File: config.mk
export PLATFORM = sky130hd
export DESIGN_NAME = gpout_pad_arbiter
export DESIGN_NICKNAME = d
export VERILOG_FILES = /design/src/rtl/gpout_pad_arbiter.sv
export SDC_FILE = /design/constraint.sdc
export NUM_CORES = 1
export LEC_CHECK = 0
export CORE_AREA = 5 5 45 47
export CTS_BUF_LIST = sky130_fd_sc_hd__clkbuf_16
export DETAILED_ROUTE_END_ITERATION = 16
export DIE_AREA = 0 0 50 52
export GPL_TIMING_DRIVEN = 0
export PLACE_DENSITY = 0.72
export SLEW_MARGIN = 40
export SYNTH_ARGS = -nofsm -noshare
export SYNTH_HDL_FRONTEND = slang
export SYNTH_SLANG_ARGS = --single-unit
File: constraint.sdc
create_clock -name clk -period 2.1 [get_ports clk]
set_clock_uncertainty 0.2 [all_clocks]
set_input_delay 0.63 -clock clk [delete_from_list [all_inputs] [get_ports clk]]
set_output_delay 0.63 -clock clk [all_outputs]
set_load 0.05 [all_outputs]
File: src/rtl/gpout_pad_arbiter.sv
`default_nettype none
// +------------------------------------------------------------------------+
// | gpout_pad_arbiter: round-robin owner select for one shared output pad.  |
// | Optional hold-time preemption via GPOUT_ARB_PREEMPT_EN.  Rev 1.0        |
// +------------------------------------------------------------------------+
module gpout_pad_arbiter #(
  parameter int   NUM_REQ  = 4,
  parameter int   HOLD_MAX = 16,
  parameter logic IDLE_VAL = 1'b0
) (
  input  logic               clk,
  input  logic               reset,
  input  logic [NUM_REQ-1:0] req,
  input  logic [NUM_REQ-1:0] req_data,
  output logic [NUM_REQ-1:0] gnt,
  output logic               busy,
  output logic               pad_out
);

  localparam int IW = $clog2(NUM_REQ);

  typedef enum logic [1:0] {
    S_IDLE  = 2'd0,
    S_GRANT = 2'd1,
    S_GAP   = 2'd2
  } state_e;

  state_e               state_q;
  logic [IW-1:0]        owner_q;
  logic [IW-1:0]        last_owner_q;
  logic [NUM_REQ-1:0]   gnt_q;
  logic                 pad_q;

  logic [IW-1:0]        pick_d;
  logic [NUM_REQ-1:0]   pick_oh_d;
  logic [NUM_REQ-1:0]   owner_oh_d;
  logic                 release_d;
  logic                 preempt_d;

  // Walk from farthest to nearest so the nearest high bit after last_owner wins.
  always_comb begin
    pick_d = last_owner_q;
    for (int i = NUM_REQ; i >= 1; i--) begin
      int idx;
      idx = (int'(last_owner_q) + i) % NUM_REQ;
      if (req[IW'(idx)]) begin
        pick_d = IW'(idx);
      end
    end
    pick_oh_d          = '0;
    pick_oh_d[pick_d]  = 1'b1;
    owner_oh_d         = '0;
    owner_oh_d[owner_q] = 1'b1;
    release_d          = ~req[owner_q];
  end

`ifdef GPOUT_ARB_PREEMPT_EN
  localparam logic [7:0] C_HOLD_LAST = 8'(HOLD_MAX - 1);

  logic [7:0] hold_q;

  assign preempt_d = (hold_q == C_HOLD_LAST) && (|(req & ~owner_oh_d));
`else
  // Without preemption HOLD_MAX has no effect on behaviour.
  assign preempt_d = 1'b0 & (HOLD_MAX < 0);
`endif

  always_ff @(posedge clk) begin
    if (reset) begin
      state_q      <= S_IDLE;
      owner_q      <= '0;
      last_owner_q <= IW'(NUM_REQ - 1);
      gnt_q        <= '0;
      pad_q        <= IDLE_VAL;
`ifdef GPOUT_ARB_PREEMPT_EN
      hold_q       <= '0;
`endif
    end else begin
      case (state_q)
        S_IDLE, S_GAP: begin
          if (|req) begin
            state_q      <= S_GRANT;
            owner_q      <= pick_d;
            last_owner_q <= pick_d;
            gnt_q        <= pick_oh_d;
            pad_q        <= req_data[pick_d];
`ifdef GPOUT_ARB_PREEMPT_EN
            hold_q       <= '0;
`endif
          end else begin
            state_q <= S_IDLE;
            gnt_q   <= '0;
            pad_q   <= IDLE_VAL;
          end
        end
        S_GRANT: begin
          if (release_d || preempt_d) begin
            state_q <= S_GAP;
            gnt_q   <= '0;
            pad_q   <= IDLE_VAL;
          end else begin
            state_q <= S_GRANT;
            pad_q   <= req_data[owner_q];
`ifdef GPOUT_ARB_PREEMPT_EN
            if (hold_q != C_HOLD_LAST) begin
              hold_q <= hold_q + 8'd1;
            end
`endif
          end
        end
        default: begin
          state_q <= S_IDLE;
          gnt_q   <= '0;
          pad_q   <= IDLE_VAL;
        end
      endcase
    end
  end

  assign gnt     = gnt_q;
  assign busy    = (state_q == S_GRANT);
  assign pad_out = pad_q;

endmodule
`default_nettype wire

== After elaboration in Yosys (flattened, before gate mapping) ==
Index checks and enable logic that the tools add are counted.

* Output and inout bits: 6
* Flip-flop bits (word level): 11
* RAM bits: 0
* ROM bits: 0
* Memories: 0
* Latch bits: 0

* Shifts and indexed selects: 0
* Eq/ne operators: 3
* Divide/modulo/power cells: 0
* Bitwise operators: 0
* Reduce and logical (&&, ||, !) cells: 5
* $lt $le $gt $ge: 7
* Muxes and demuxes: 33
* Multiply operators: 0
* Add/sub/neg operators: 4

{| class="wikitable"
|+ Operators with widths
! cell !! number
|-
| $lt 2x4->1 const B || 4
|-
| $mux 1 || 15
|-
| $bmux 1 s2 || 7
|-
| $mux 2 || 5
|-
| $mux 4 || 2
|-
| $pmux 4 s2 || 1
|-
| $lt 2x3->1 const B || 2
|-
| $add 2x1->2 const B || 2
|-
| $add 2x2->2 const B || 2
|-
| $pmux 2 s2 || 1
|-
| $reduce_or 4->1 || 1
|-
| $demux 1 s2 || 1
|-
| $eq 2x1->1 const B || 1
|-
| $eq 2x2->1 const B || 1
|-
| $ge 2x1->1 const B || 1
|-
| $logic_not 2->1 || 1
|-
| $ne 2x2->1 const B || 1
|-
| $pmux 1 s2 || 1
|-
| $reduce_and 2->1 || 1
|-
| $reduce_or 2->1 || 1
|-
| $logic_and 1x1->1 || 1
|}

== Longest topological paths before layout ==
* Word-level depth: 14
* Depth in mapped cells: 6
* Gate-level depth less buffers: 5

== Worst setup path after synthesis ==
Ideal clock, no wire load.

* Kind: flip-flop to flip-flop
* From: register state_q[0]
* To: register pad_q (netlist: pad_out)
* Path slack: 130 ps
* Data required time: 1826 ps
* Period minus slack after synthesis: 1970 ps
* Library setup time: 74 ps
* Cell stages (with the launch flop): 6
* Path buffers: 1
* Data arrival time: 1695 ps
* Path through: dfxtp_1 > nor2b_1 > and2_4 > buf_6 > nand2_1 > a31oi_1

{| class="wikitable"
|+ RTL lines
! what !! line !! source
|-
| start: declaration || 28 || <nowiki>state_e state_q;</nowiki>
|-
| start signal: assignment || 70 || <nowiki>state_q <= S_IDLE;</nowiki>
|-
| start signal: assignment || 82 || <nowiki>state_q <= S_GRANT;</nowiki>
|-
| start signal: assignment || 91 || <nowiki>state_q <= S_IDLE;</nowiki>
|-
| $eq 2x1->1 || - ||
|-
| named net busy || 16 || <nowiki>output logic busy,</nowiki>
|-
| $pmux 1 s2 || 79 || <nowiki>case (state_q)</nowiki>
|-
| end signal: assignment || 86 || <nowiki>pad_q <= req_data[pick_d];</nowiki>
|-
| end signal: assignment || 103 || <nowiki>pad_q <= req_data[owner_q];</nowiki>
|-
| end: declaration || 32 || <nowiki>logic pad_q;</nowiki>
|}

The timed path passes the listed nets, and every way through them passes these cells.
A chain may end at the register's enable or synchronous reset.

== Final worst setup path ==
* From: input req[3]
* To: register gnt_q[0] (netlist: gnt[0])

* Longest elaborated chain between the ends: 13

{| class="wikitable"
|+ Ends and longest elaborated chain
! what !! line !! source
|-
| start: declaration || 13 || <nowiki>input logic [NUM_REQ-1:0] req,</nowiki>
|-
| $bmux 1 s2 || 46 || <nowiki>if (req[IW'(idx)]) begin</nowiki>
|-
| $mux 1 (not written as such) (2 in a row) || 46 ||
|-
| $mux 2 (4 in a row) || 46 ||
|-
| $lt 2x3->1 (not written as such) or $ge 2x1->1 (tied branches) || 51 || <nowiki>pick_oh_d[pick_d] = 1'b1;</nowiki>
|-
| $logic_and 1x1->1 (not written as such) || 51 ||
|-
| $mux 1 (not written as such) || 51 ||
|-
| $demux 1 s2 || 51 ||
|-
| $mux 4 || 81 || <nowiki>if (|req) begin</nowiki>
|-
| $pmux 4 s2 || 79 ||
|-
| end signal: assignment || 85 || <nowiki>gnt_q <= pick_oh_d;</nowiki>
|-
| end: declaration || 31 || <nowiki>logic [NUM_REQ-1:0] gnt_q;</nowiki>
|}

Several ways; a longest one is shown, not always the timed one. The select of a mux whose other input is x is not followed.

==> out/metrics.yaml <==
status: "complete, no violations"
startpoint_type: "input pin"
start_util_pct: 37.67
synth_top_cell_area_share_pct: 36.21
powerDensity_mw_per_mm2: 1005
clockBufferDepth: 2
die_y_um: 52
pin_count: 16
drtPass1Iterations: 4
synth_nets: 77
post-route-min-period_ns: 2.002
yosysTopAreaCell: "dfxtp_1"
numCtsBuffers: 3
dp_cells: 98
cp_data_required_time_ns: 2.01
vias_per_cell: 5.608
core_sq_mm: 0.001614
syn_inst: 67
die_w_um: 50
synthMostInstantiatedCell: "nor2_1"
finalPower_mw: 0.8360
timing.hold.ws_ns: 0.2923
min-delay-start: "gnt[2]"
finalHoldViolCount: 0
drc: 0
grt_pass1_vias: 542
max-vdd-ir-drop_v: 0.0004629
p_leak_nw: 0.3686
via_count: 572
synth-seq-area-share_pct: 36.21
worst-path-buf-inv: 2
ys_types: 27
clk_latency_ns: 0.24
tightest_slew_ns: 0.4950
synth-edff-count: 0
startpoint: "req[3]"
grt_use_total_pct: 12.15
root_buffer: "clkbuf_16"
clk_pin_slew_ns: 0.04
final-setup-viol-count: 0
arrival_ns: 1.91
synth_area_per_cell_sq_um: 9.076
endpoint_kind: "register"
ys_seq_elements: 11
grt_pass1_wl_um: 2318
rsz0062_at_grt: "no"
slew_viol_final: 0
hpwlAfterDp_um: 1079
cts.sinks: 11
synth-async-reset-ratio_pct: 0
reg2reg_from: "owner_q[0]"
nets: 96
htreeDepth: 1
syn_to_final_growth_pct: 36.83
max-cap-violations: 0
die_area_sq_mm: 0.002600
n_antenna_cell: 0
grt_antenna_before_repair: 0
synth_flop_cell: "dfxtp_1"
grt_remaining_overflow: 0
critical_path.cell_chain: "dlygate4sd2_1 > mux4_2 > and2_4 > buf_6 > a22oi_1 > nor2_1"
post_drt_wl_per_cell_um: 14.14
syn_area_sq_um: 608.1
cp_top_family: "multiplexers"
crit_slowest_cell: "mux4_2"
place.gp.congestion: 0.8446
fmax_ghz: 0.4996
crit_path_max_fanout: 6
cts_tree: "yes"
path_class: "in2reg"
instances_no_fill: 102
rows: 15
drt_iter0_markers: 10
fin_crit_sh_pct: 95.32
crit_path_max_incr_delay_ns: 0.50
grt_max_degree: 11
drt_wl_total_um: 1442
yosys_warnings: 0
worst_hold_path_type: "reg2reg"
ant_nets: 0
slew_headroom_pct: 67.13
port_buffers: 14
drive_gt1_share_pct: 14.12
synth_common_cells: "nor2_1, dfxtp_1, a21o_1, a22oi_1"
synth.top_cells.by_area: "dfxtp_1, nor2_1, a21o_1"
report_power, final:
| part | switching [mW] | internal (mW) | total [mW] |
|---|---|---|---|
| Sequential | 0.0183 | 0.236 | 0.254 |
| Clock | 0.0987 | 0.250 | 0.349 |
| Combinational | 0.135 | 0.0978 | 0.233 |
| Total | 0.252 | 0.584 | 0.836 |
registers in the layout, summed over array words and instances, names as in the netlist:
register / flops
state_q: 2
owner_q: 2
last_owner_q: 2
gnt: 4
pad_out: 1
repair_timing:
item	CTS	global route
hold buffers	0	0
resized for setup	12	2
setup buffers	0	0
endpoints found under the setup margin	12	1
routing by layer:
layer	global-route usage [%]	part of all wire [%]	vias to the layer above
met5	0	0	-
met4	9.170	2.4	0
met3	4.011	4.2	4
met2	19.25	50	10
met1	13.26	43	277
li1	-	-	281
final timing paths:
path / cells after the start / slack, ns / end
max: 6 / 0.1 / gnt[0]
min: 2 / 0.29 / gnt[2]
max reg2reg: 5 / 0.37 / gnt[0]
min reg2reg: 2 / 0.29 / gnt[2]
cell families after synthesis:
group                  count (synthesis)  share of synthesized area [%]
buffers and inverters                  3                          4.320
muxes                                  3                          9.671
and+or+nand+nor                       30                          24.49
DFF                                   11                          36.21
AOI/OAI and AO/OA                     20                          25.31
worst reg2reg max path, cell delays in order, from the launching register on:
cell and delay, ns:
dfxtp_1 0.39, mux4_2 0.53, and2_4 0.17, buf_6 0.12, a22oi_1 0.14, nor2_1 0.05
cell type report:
cell class              count  area [sq um]
clock inverters             1         3.754
multi-input cells          53         361.6
flip-flops and latches     11         220.2
fillers                   162         782.0
plain buffers               3         26.28
repair buffers             14         123.9
well taps                  17         21.27
clock buffers               3         75.07
per-stage QoR:
step	setup TNS, ns	setup slack, ns	area, sq um	utilization, %
3_5_place_dp	-2.724	-0.3776	769.5	47.67
3_3_place_gp	-2.382	-0.3554	769.5	47.67
2_1_floorplan	0	0.1303	608.1	-
6_report	0	0.09832	832.0	51.55
4_1_cts	0	0.01572	838.3	51.94
5_1_grt	0	0.06101	832.0	51.55
cell usage in the layout, fill, tap and decap left out, types with 2 or more instances in the layout:
| cell type | n |
|---|---|
| clkbuf_16 | 3 |
| nand2_1 | 2 |
| a211o_1 | 2 |
| a22oi_1 | 4 |
| dfxtp_1 | 11 |
| nand2b_1 | 3 |
| clkdlybuf4s50_1 | 4 |
| nand3_1 | 2 |
| a21oi_2 | 2 |
| dlygate4sd2_1 | 9 |
| buf_6 | 2 |
| o21ai_1 | 2 |
| nor2_1 | 14 |
| nor3_1 | 3 |
| nand3b_1 | 2 |
| a21o_1 | 4 |
Power figures use the tool's default switching activity.
